==> src/rtl/sprite_grid_renderer_pkg.sv <==
// Shared constants, state encoding and sprite type indices for the sprite grid renderer.
package sprite_grid_renderer_pkg;

  localparam int SPR_W     = 13;
  localparam int SPR_H     = 8;
  localparam int NUM_TYPES = 4;

  typedef enum logic [2:0] {
    S_IDLE,
    S_SETUP,
    S_SCAN,
    S_NEXT,
    S_DONE
  } state_t;

  typedef enum logic [1:0] {
    SPR_CRAB    = 2'd0,
    SPR_SQUID   = 2'd1,
    SPR_OCTOPUS = 2'd2,
    SPR_CANNON  = 2'd3
  } spr_type_t;

  // Alien rows cycle through the three alien shapes.
  function automatic spr_type_t alien_type(input logic [2:0] row);
    logic [2:0] m;
    m = row % 3'd3;
    return spr_type_t'(m[1:0]);
  endfunction

endpackage

==> src/rtl/sprite_grid_renderer_sprite_rom.sv <==
// Combinational sprite bitmap ROM: one 13-pixel row per (type, row); bit 0 is the leftmost pixel.
module sprite_rom
  import sprite_grid_renderer_pkg::*;
(
  input  logic [1:0]       sprite_type,
  input  logic [2:0]       row,
  output logic [SPR_W-1:0] bits
);

  always_comb begin
    // NOTE: default assigned first so no path through the case can infer a latch.
    bits = '0;
    case ({sprite_type, row})
      5'b00_000: bits = 13'b0001000001000;
      5'b00_001: bits = 13'b0000100010000;
      5'b00_010: bits = 13'b0001111111000;
      5'b00_011: bits = 13'b0011011101100;
      5'b00_100: bits = 13'b0111111111110;
      5'b00_101: bits = 13'b0101111111010;
      5'b00_110: bits = 13'b0101000001010;
      5'b00_111: bits = 13'b0000110110000;
      5'b01_000: bits = 13'b0000011100000;
      5'b01_001: bits = 13'b0000111110000;
      5'b01_010: bits = 13'b0001111111000;
      5'b01_011: bits = 13'b0011011101100;
      5'b01_100: bits = 13'b0011111111100;
      5'b01_101: bits = 13'b0000100010000;
      5'b01_110: bits = 13'b0001011101000;
      5'b01_111: bits = 13'b0010100010100;
      5'b10_000: bits = 13'b0000111110000;
      5'b10_001: bits = 13'b0011111111100;
      5'b10_010: bits = 13'b0111111111110;
      5'b10_011: bits = 13'b0111001001110;
      5'b10_100: bits = 13'b0111111111110;
      5'b10_101: bits = 13'b0001100011000;
      5'b10_110: bits = 13'b0011011101100;
      5'b10_111: bits = 13'b0110000000110;
      5'b11_000: bits = 13'b0000001000000;
      5'b11_001: bits = 13'b0000011100000;
      5'b11_010: bits = 13'b0000011100000;
      5'b11_011: bits = 13'b0111111111110;
      5'b11_100: bits = 13'b1111111111111;
      5'b11_101: bits = 13'b1111111111111;
      5'b11_110: bits = 13'b1111111111111;
      5'b11_111: bits = 13'b1111111111111;
      default:   bits = '0;
    endcase
  end

endmodule

==> src/rtl/sprite_grid_renderer.sv <==
// Walks every alien of the grid and then the cannon, emitting one pixel per set sprite bit to a VGA plotter.
module sprite_grid_renderer
  import sprite_grid_renderer_pkg::*;
#(
  parameter int         COLS          = 5,
  parameter int         ROWS          = 3,
  parameter int         X_PITCH       = 18,
  parameter int         Y_PITCH       = 10,
  parameter logic [2:0] ALIEN_COLOUR  = 3'b010,
  parameter logic [2:0] CANNON_COLOUR = 3'b010
) (
  input  logic                 clock,
  input  logic                 reset,
  input  logic                 start,
  input  logic                 erase,
  input  logic [7:0]           alienX,
  input  logic [6:0]           alienY,
  input  logic [7:0]           cannonX,
  input  logic [6:0]           cannonY,
  input  logic [COLS*ROWS-1:0] alive,
  input  logic                 ready,
  output logic [7:0]           xOut,
  output logic [6:0]           yOut,
  output logic [2:0]           colourOut,
  output logic                 plot,
  output logic                 busy,
  output logic                 done
);

  localparam int N_ALIENS = COLS * ROWS;

  state_t           state, state_next;
  logic [2:0]       col, row;
  logic [3:0]       px;
  logic [2:0]       py;
  logic [7:0]       org_x;
  logic [6:0]       org_y;
  spr_type_t        spr_type;
  logic             erase_q;

  logic [SPR_W-1:0] rom_bits;
  logic [5:0]       ent_idx;
  logic             is_cannon, ent_alive, pix_set, advance, last_px, last_py, in_scan;

  sprite_rom u_rom (
    .sprite_type (spr_type),
    .row         (py),
    .bits        (rom_bits)
  );

  // The cannon sits one row past the last alien row, at column 0.
  assign is_cannon = (row == 3'(ROWS));
  assign ent_idx   = 6'(row * COLS + col);
  assign ent_alive = is_cannon || ((alive & (N_ALIENS'(1) << ent_idx)) != '0);
  assign pix_set   = rom_bits[px];
  assign advance   = !pix_set || ready;
  assign last_px   = (px == 4'(SPR_W - 1));
  assign last_py   = (py == 3'(SPR_H - 1));
  assign in_scan   = (state == S_SCAN);

  always_ff @(posedge clock or posedge reset) begin
    if (reset) state <= S_IDLE;
    else       state <= state_next;
  end

  always_comb begin
    state_next = state;
    case (state)
      S_IDLE:  if (start) state_next = S_SETUP;
      S_SETUP: state_next = ent_alive ? S_SCAN : S_NEXT;
      S_SCAN:  if (advance && last_px && last_py) state_next = S_NEXT;
      S_NEXT:  state_next = is_cannon ? S_DONE : S_SETUP;
      S_DONE:  state_next = S_IDLE;
      default: state_next = S_IDLE;
    endcase
  end

  // Outputs are forced to zero outside SCAN so the plotter never sees stale coordinates.
  always_comb begin
    plot      = in_scan && pix_set;
    xOut      = in_scan ? org_x + 8'(px) : 8'd0;
    yOut      = in_scan ? org_y + 7'(py) : 7'd0;
    colourOut = 3'b000;
    if (in_scan && !erase_q)
      colourOut = (spr_type == SPR_CANNON) ? CANNON_COLOUR : ALIEN_COLOUR;
    busy      = (state != S_IDLE);
    done      = (state == S_DONE);
  end

  always_ff @(posedge clock or posedge reset) begin
    if (reset) begin
      col      <= '0;
      row      <= '0;
      px       <= '0;
      py       <= '0;
      org_x    <= '0;
      org_y    <= '0;
      spr_type <= SPR_CRAB;
      erase_q  <= 1'b0;
    end else begin
      // NOTE: non-blocking assignments keep every register update on the same clock edge.
      case (state)
        S_IDLE: if (start) begin
          col     <= '0;
          row     <= '0;
          px      <= '0;
          py      <= '0;
          erase_q <= erase;
        end
        S_SETUP: begin
          px <= '0;
          py <= '0;
          if (is_cannon) begin
            org_x    <= cannonX;
            org_y    <= cannonY;
            spr_type <= SPR_CANNON;
          end else begin
            org_x    <= alienX + 8'(col * X_PITCH);
            org_y    <= alienY + 7'(row * Y_PITCH);
            spr_type <= alien_type(row);
          end
        end
        S_SCAN: if (advance) begin
          if (last_px) begin
            px <= '0;
            py <= last_py ? 3'd0 : py + 3'd1;
          end else begin
            px <= px + 4'd1;
          end
        end
        S_NEXT: begin
          if (col == 3'(COLS - 1)) begin
            col <= '0;
            row <= row + 3'd1;
          end else begin
            col <= col + 3'd1;
          end
        end
        default: ;
      endcase
    end
  end

endmodule

==> config.mk <==
export PLATFORM = sky130hd
export DESIGN_NAME = sprite_grid_renderer
export DESIGN_NICKNAME = d
export VERILOG_FILES = /design/src/rtl/sprite_grid_renderer_pkg.sv /design/src/rtl/sprite_grid_renderer_sprite_rom.sv /design/src/rtl/sprite_grid_renderer.sv
export SDC_FILE = /design/constraint.sdc
export NUM_CORES = 1
export LEC_CHECK = 0
export ABC_AREA = 1
export BUFFER_PORTS_ARGS = -buffer_cell sky130_fd_sc_hd__buf_2
export CAP_MARGIN = 10
export CORE_MARGIN = 4
export CORE_UTILIZATION = 61
export CTS_CLUSTER_DIAMETER = 50
export DETAILED_ROUTE_END_ITERATION = 6
export PLACE_DENSITY = 0.87
export REMOVE_ABC_BUFFERS = 1
export SLEW_MARGIN = 20
export SYNTH_ARGS = -nofsm -noshare
export SYNTH_HDL_FRONTEND = slang
export SYNTH_SLANG_ARGS = --single-unit
==> constraint.sdc <==
create_clock -name clock -period 6.3 [get_ports clock]
set_input_delay 0.63 -clock clock [delete_from_list [all_inputs] [get_ports clock]]
set_output_delay 0.63 -clock clock [all_outputs]
set_load 0.02 [all_outputs]
==> results of run 1 <==
kinds of logic after synthesis:
family,Yosys count,synth area share [%]
xor+xnor,9,2.208
compound gates,88,14.34
other cells,1,0.1051
simple gates,245,31.16
fa+ha+maj,45,16.82
flops,34,23.83
buf+inv,101,11.53
report_power, final:
group,switching (mW),internal [mW]
clock network,0.0882,0.0879
logic,0.685,0.379
registers,0.116,0.304
path summary, 6_finish.rpt:
kind                            startpoint       end  slack, ns  cells past startpoint
worst max-delay path                 px[2]   xOut[5]       3.20                     13
worst min-delay path                 reset     px[2]       0.41                      3
worst max register to register      row[0]  state[0]       3.28                     13
worst min register to register    org_y[2]  org_y[2]       0.49                      2
max in group asynchronous            reset  org_y[4]       5.56                      3
min in group clock                org_y[2]  org_y[2]       0.49                      2
flip-flops by register name, summed over array words and instances, names as in the netlist:
signal / count
col: 3
org_y: 7
erase_q: 1
state: 3
py: 3
spr_type: 2
px: 4
row: 3
org_x: 8
routing by layer:
layer  vias up  wire length, um  global-route usage (%)
li1       1841                -                       -
met1      1692             3594                   28.48
met2        91             4644                   46.90
met3        20              354                   4.220
met4         0              169                   9.640
met5         -                0                       0
area by class of cell:
class | count | area [um^2] | share of cell area, %
Multi-Input combinational cell | 389 | 2311 | 57.38
Sequential cell | 34 | 850.8 | 21.12
Timing Repair Buffer | 69 | 347.8 | 8.636
Inverter | 88 | 332.8 | 8.263
Tap cell | 72 | 90.09 | 2.237
Clock buffer | 6 | 82.58 | 2.050
Clock inverter | 2 | 12.51 | 0.3107
synthesized netlist by cell type, types with 2 or more instances:
master / count / area, um^2
o21ai_0: 27 / 135.1
o21ai_2: 4 / 35.03
o211ai_1: 4 / 30.03
xnor2_1: 2 / 17.52
nor3_1: 12 / 60.06
o22ai_1: 9 / 56.30
nor4_1: 3 / 18.77
fa_1: 5 / 100.1
nand2_2: 9 / 56.30
buf_4: 2 / 15.01
nand3_1: 39 / 195.2
o31ai_1: 5 / 37.54
nand2_1: 116 / 435.4
inv_2: 7 / 26.28
ha_1: 40 / 500.5
nand4_1: 8 / 50.05
nor2_1: 47 / 176.4
dfrtp_1: 34 / 850.8
buf_6: 3 / 33.78
clkbuf_1: 8 / 30.03
nand3_2: 2 / 20.02
or2_2: 4 / 25.02
a21oi_1: 30 / 150.1
a31oi_1: 4 / 25.02
xor2_1: 7 / 61.31
inv_1: 80 / 300.3
critical path, stage by stage (launching register included):
cell	delay [ns]
dfrtp_1	0.47
ha_1	0.39
a21oi_1	0.16
inv_1	0.05
a31oi_1	0.14
inv_1	0.07
nand2_1	0.06
inv_1	0.05
o21ai_0	0.24
nor2_1	0.10
inv_1	0.09
nand2_1	0.06
a21oi_1	0.12
buf_2	0.17
==> results_dict.tcl, run 1 <==
set metrics [dict create \
    synth-seq-cells 34 \
    antenna_cells 0 \
    min_period_ns 3.105 \
    drcViolationCount 0 \
    antenna_found_initial 0 \
    placed_cells 652 \
    grt_start_max_net_pins 35 \
    ys.flop_type "dfrtp_1" \
    viasPerCell 5.521 \
    yosysSeqAreaShare_pct 23.83 \
    clockBufferDepth 2 \
    place.gp.congestion 0.9026 \
    numCtsBuffers 5 \
    timing.hold.ws_ns 0.4064 \
    final_util_pct 72.26 \
    design_area_mm2 0.004028 \
    avgRoutedWirePerCell_um 13.28 \
    placedInstanceArea_mm2 0.003933 \
    fmax_mhz 322.1 \
    track_usage_pct 25.21 \
    wirelength_um 8763 \
    status "finished clean" \
    finalPower_mw 1.661 \
    crit_type "register to output pin" \
    setup_tns_ns 0 \
    worstPathArrival_ns 2.47 \
    instances_no_fill 660 \
    area_delta_synth_final_pct 12.83 \
    layout_commonest_cell "nand2_1" \
    first_global_vias 3642 \
    numPortBuffers 68 \
    cp_max_fo 7 \
    clock_latency_ns 0.30 \
    finalMaxSlewViolations 0 \
    core_area_mm2 0.005574 \
    nNetsFinal 682 \
    firstDrtPassIters 4 \
    antenna_left 0 \
    setup_violations 0 \
    grt_pass1_wl_um 15220 \
    tightestPinTransition_ns 0.9498 \
    synthCells 523 \
    dpl_worst_slack_ns 3.304 \
    clk_pin_slew_ns 0.08 \
    syn_area_mm2 0.003570 \
    drv_cap 0 \
    grt-ovfl-total 0 \
    synth_cell_types 38 \
    die_area_mm2 0.007139 \
    hold_violations 0 \
    start_util_pct 64.04 \
    rsz0062_at_grt "false" \
    die_h_um 84.50 \
    async_reset_ff_share_pct 100.0 \
    finClkSkew_ns 0.01519 \
    vias 3644 \
    num_rows 27 \
    avgSynthCellArea_um2 6.825 \
    min_period_over_period_pct 49.28 \
    cts_root_buf "clkbuf_8" \
    n_fill_cell 441 \
    first_iter_violations 244 \
    post_cts_buffers 0 \
    htree_levels 2 \
    required_ns 5.67 \
    yosys_warnings 0 \
    hold_buffers 0 \
    die_width_um 84.50 \
    synth_edf_count 0 \
    cts_resized 0 \
    p_leak_nw 2.279 \
    dp_hpwl_um 6891 \
    start_kind "register" \
    pin_count 71 \
    cts_tree "built" \
    final_cell_mix "116 x nand2_1, 80 x inv_1, 68 x buf_2" \
    hp-class "input pin to asynchronous set/reset pin" \
    fin_ws_ns 3.195 \
    drive_above_1_share_pct 18.71 \
    cts.sinks 34 \
    slew_headroom_pct 36.34 \
    cp-end-kind "output pin" \
    p_per_area_mw_per_mm2 412.4 \
    ir_drop_v 0.0002042 \
]
Note: power is estimated with default switching activity, not from simulation.
==> run 2: changes to the inputs <==
--- a/config.mk
+++ b/config.mk
@@ -9,10 +9,10 @@
 export BUFFER_PORTS_ARGS = -buffer_cell sky130_fd_sc_hd__buf_2
 export CAP_MARGIN = 10
 export CORE_MARGIN = 4
-export CORE_UTILIZATION = 61
+export CORE_UTILIZATION = 51
 export CTS_CLUSTER_DIAMETER = 50
 export DETAILED_ROUTE_END_ITERATION = 6
-export PLACE_DENSITY = 0.87
+export PLACE_DENSITY = 0.78
 export REMOVE_ABC_BUFFERS = 1
 export SLEW_MARGIN = 20
 export SYNTH_ARGS = -nofsm -noshare
==> constraint.sdc (replaced) <==
create_clock -name clock -period 2.55 [get_ports clock]
set_input_delay 0.255 -clock clock [delete_from_list [all_inputs] [get_ports clock]]
set_output_delay 0.255 -clock clock [all_outputs]
set_load 0.02 [all_outputs]
==> run 2 against run 1 <==
  * Via count rose by 0.11%
  * Register-to-register slack got worse by 3.1 ns
  * Die area rose by 18%
  * Critical path depth fell by 3
  * Clock power rose by 140%
  * Critical path type unchanged
  * Largest cell class unchanged
  * Largest power group unchanged
  * Highest routed layer unchanged
==> results_dict.tcl, run 2 (synthesis gave the netlist of run 1 again) <==
set metrics [dict create \
    clk_pin_slew_ns 0.07 \
    fin_ws_ns 0.1354 \
    num_rows 30 \
    hp-class "input pin to asynchronous set/reset pin" \
    drive_above_1_share_pct 25.16 \
    cts_root_buf "clkbuf_8" \
    clockBufferDepth 2 \
    die_area_mm2 0.008402 \
    finalPower_mw 4.373 \
    place.gp.congestion 0.9238 \
    start_kind "register" \
    grt-ovfl-total 0 \
    p_per_area_mw_per_mm2 1007 \
    numPortBuffers 68 \
    largest_reg_flops 8 \
    core_area_mm2 0.006794 \
    crit_type "register to output pin" \
    grt_pass1_wl_um 14730 \
    viasPerCell 5.153 \
    antenna_left 0 \
    antenna_cells 0 \
    tightestPinTransition_ns 0.5799 \
    cp_max_fo 5 \
    die_width_um 91.66 \
    drcViolationCount 0 \
    largest_register "org_x" \
    avgRoutedWirePerCell_um 12.86 \
    final_cell_mix "116 x nand2_1, 77 x inv_1, 67 x buf_2" \
    finClkSkew_ns 0.004912 \
    die_h_um 91.66 \
    start_util_pct 52.54 \
    pin_count 71 \
    setup_violations 0 \
    min_period_ns 2.415 \
    required_ns 2.30 \
    vias 3648 \
    track_usage_pct 21.28 \
    fmax_mhz 414.1 \
    clock_latency_ns 0.29 \
    numCtsBuffers 5 \
    slew_headroom_pct 61.30 \
    hold_violations 0 \
    layout_commonest_cell "nand2_1" \
    ir_drop_v 0.0006032 \
    dp_hpwl_um 7060 \
    min_period_over_period_pct 94.69 \
    area_delta_synth_final_pct 21.63 \
    nNetsFinal 706 \
    cts.sinks 34 \
    first_iter_violations 233 \
    dpl_worst_slack_ns -0.003302 \
    status "finished clean" \
    antenna_found_initial 0 \
    worstPathArrival_ns 2.16 \
    p_leak_nw 2.398 \
    cts_tree "built" \
    grt_start_max_net_pins 35 \
    finalMaxSlewViolations 0 \
    firstDrtPassIters 5 \
    drv_cap 0 \
    cp-end-kind "output pin" \
    htree_levels 2 \
    reg_top3 "org_x (8), org_y (7), px (4)" \
    wirelength_um 9107 \
    first_global_vias 3336 \
]
run 2: changes by cell type in the layout (fill, tap and decap cells not counted), sizes merged:
| cell | previous run | this run |
|---|---|---|
| buf | 69 | 93 |
run 2: what timing repair did:
action	CTS	global route
pin swaps	2	8
setup endpoints to repair	4	6
resized for setup	5	20
buffers inserted	0	6
hold buffers	0	0
run 2: final cells by class:
cell class,instances,area (um^2)
Clock buffer,6,82.58
Clock inverter,2,12.51
Fill cell,581,2452
Inverter,88,332.8
Multi-Input combinational cell,389,2407
Sequential cell,34,852.1
Tap cell,96,120.1
Timing Repair Buffer,93,534.3
run 2: worst paths after layout:
check / start / end / slack, ns / cells past startpoint
max: py[0] / yOut[4] / 0.14 / 10
min: reset / px[3] / 0.05 / 3
max reg2reg: row[2] / state[0] / 0.17 / 15
min reg2reg: org_y[2] / org_y[2] / 0.49 / 2
max in group asynchronous: reset / py[0] / 2.16 / 3
min in group clock: erase / erase_q / 0.17 / 3
run 2: worst max-delay path: stages (launching register included):
cell	delay (ns)
dfrtp_2	0.44
ha_1	0.24
fa_1	0.38
nand2_1	0.08
inv_1	0.05
o21ai_1	0.18
nor2_1	0.08
inv_1	0.07
nand2_1	0.05
a21oi_1	0.12
buf_2	0.18
run 2: metrics by stage:
step                      cells    TNS, ns  util [%]  area (um^2)  hold WS (ns)
after detailed placement    694  -0.003302     60.31         4098        0.3866
after floorplan             511    -0.1111         -         3495        0.3716
after global routing        708   -0.01633     63.90         4342        0.1038
after CTS                   702          0     62.15         4223       0.06593
final                       708          0     63.90         4342       0.04680
after global placement      694          0     60.31         4098        0.3733
run 2: layer usage:
layer,GRT usage [%],part of all wire [%],vias up
li1,-,-,1889
met1,26.23,45,1682
met2,38.10,51,67
met3,2.707,3.1,10
met4,7.161,1.4,0
met5,0,0,-
run 2: report_power, final:
part           switching [mW]  internal, mW
Combinational            1.84          1.13
Clock                   0.208         0.217
Sequential              0.221         0.754
Total                    2.27          2.10
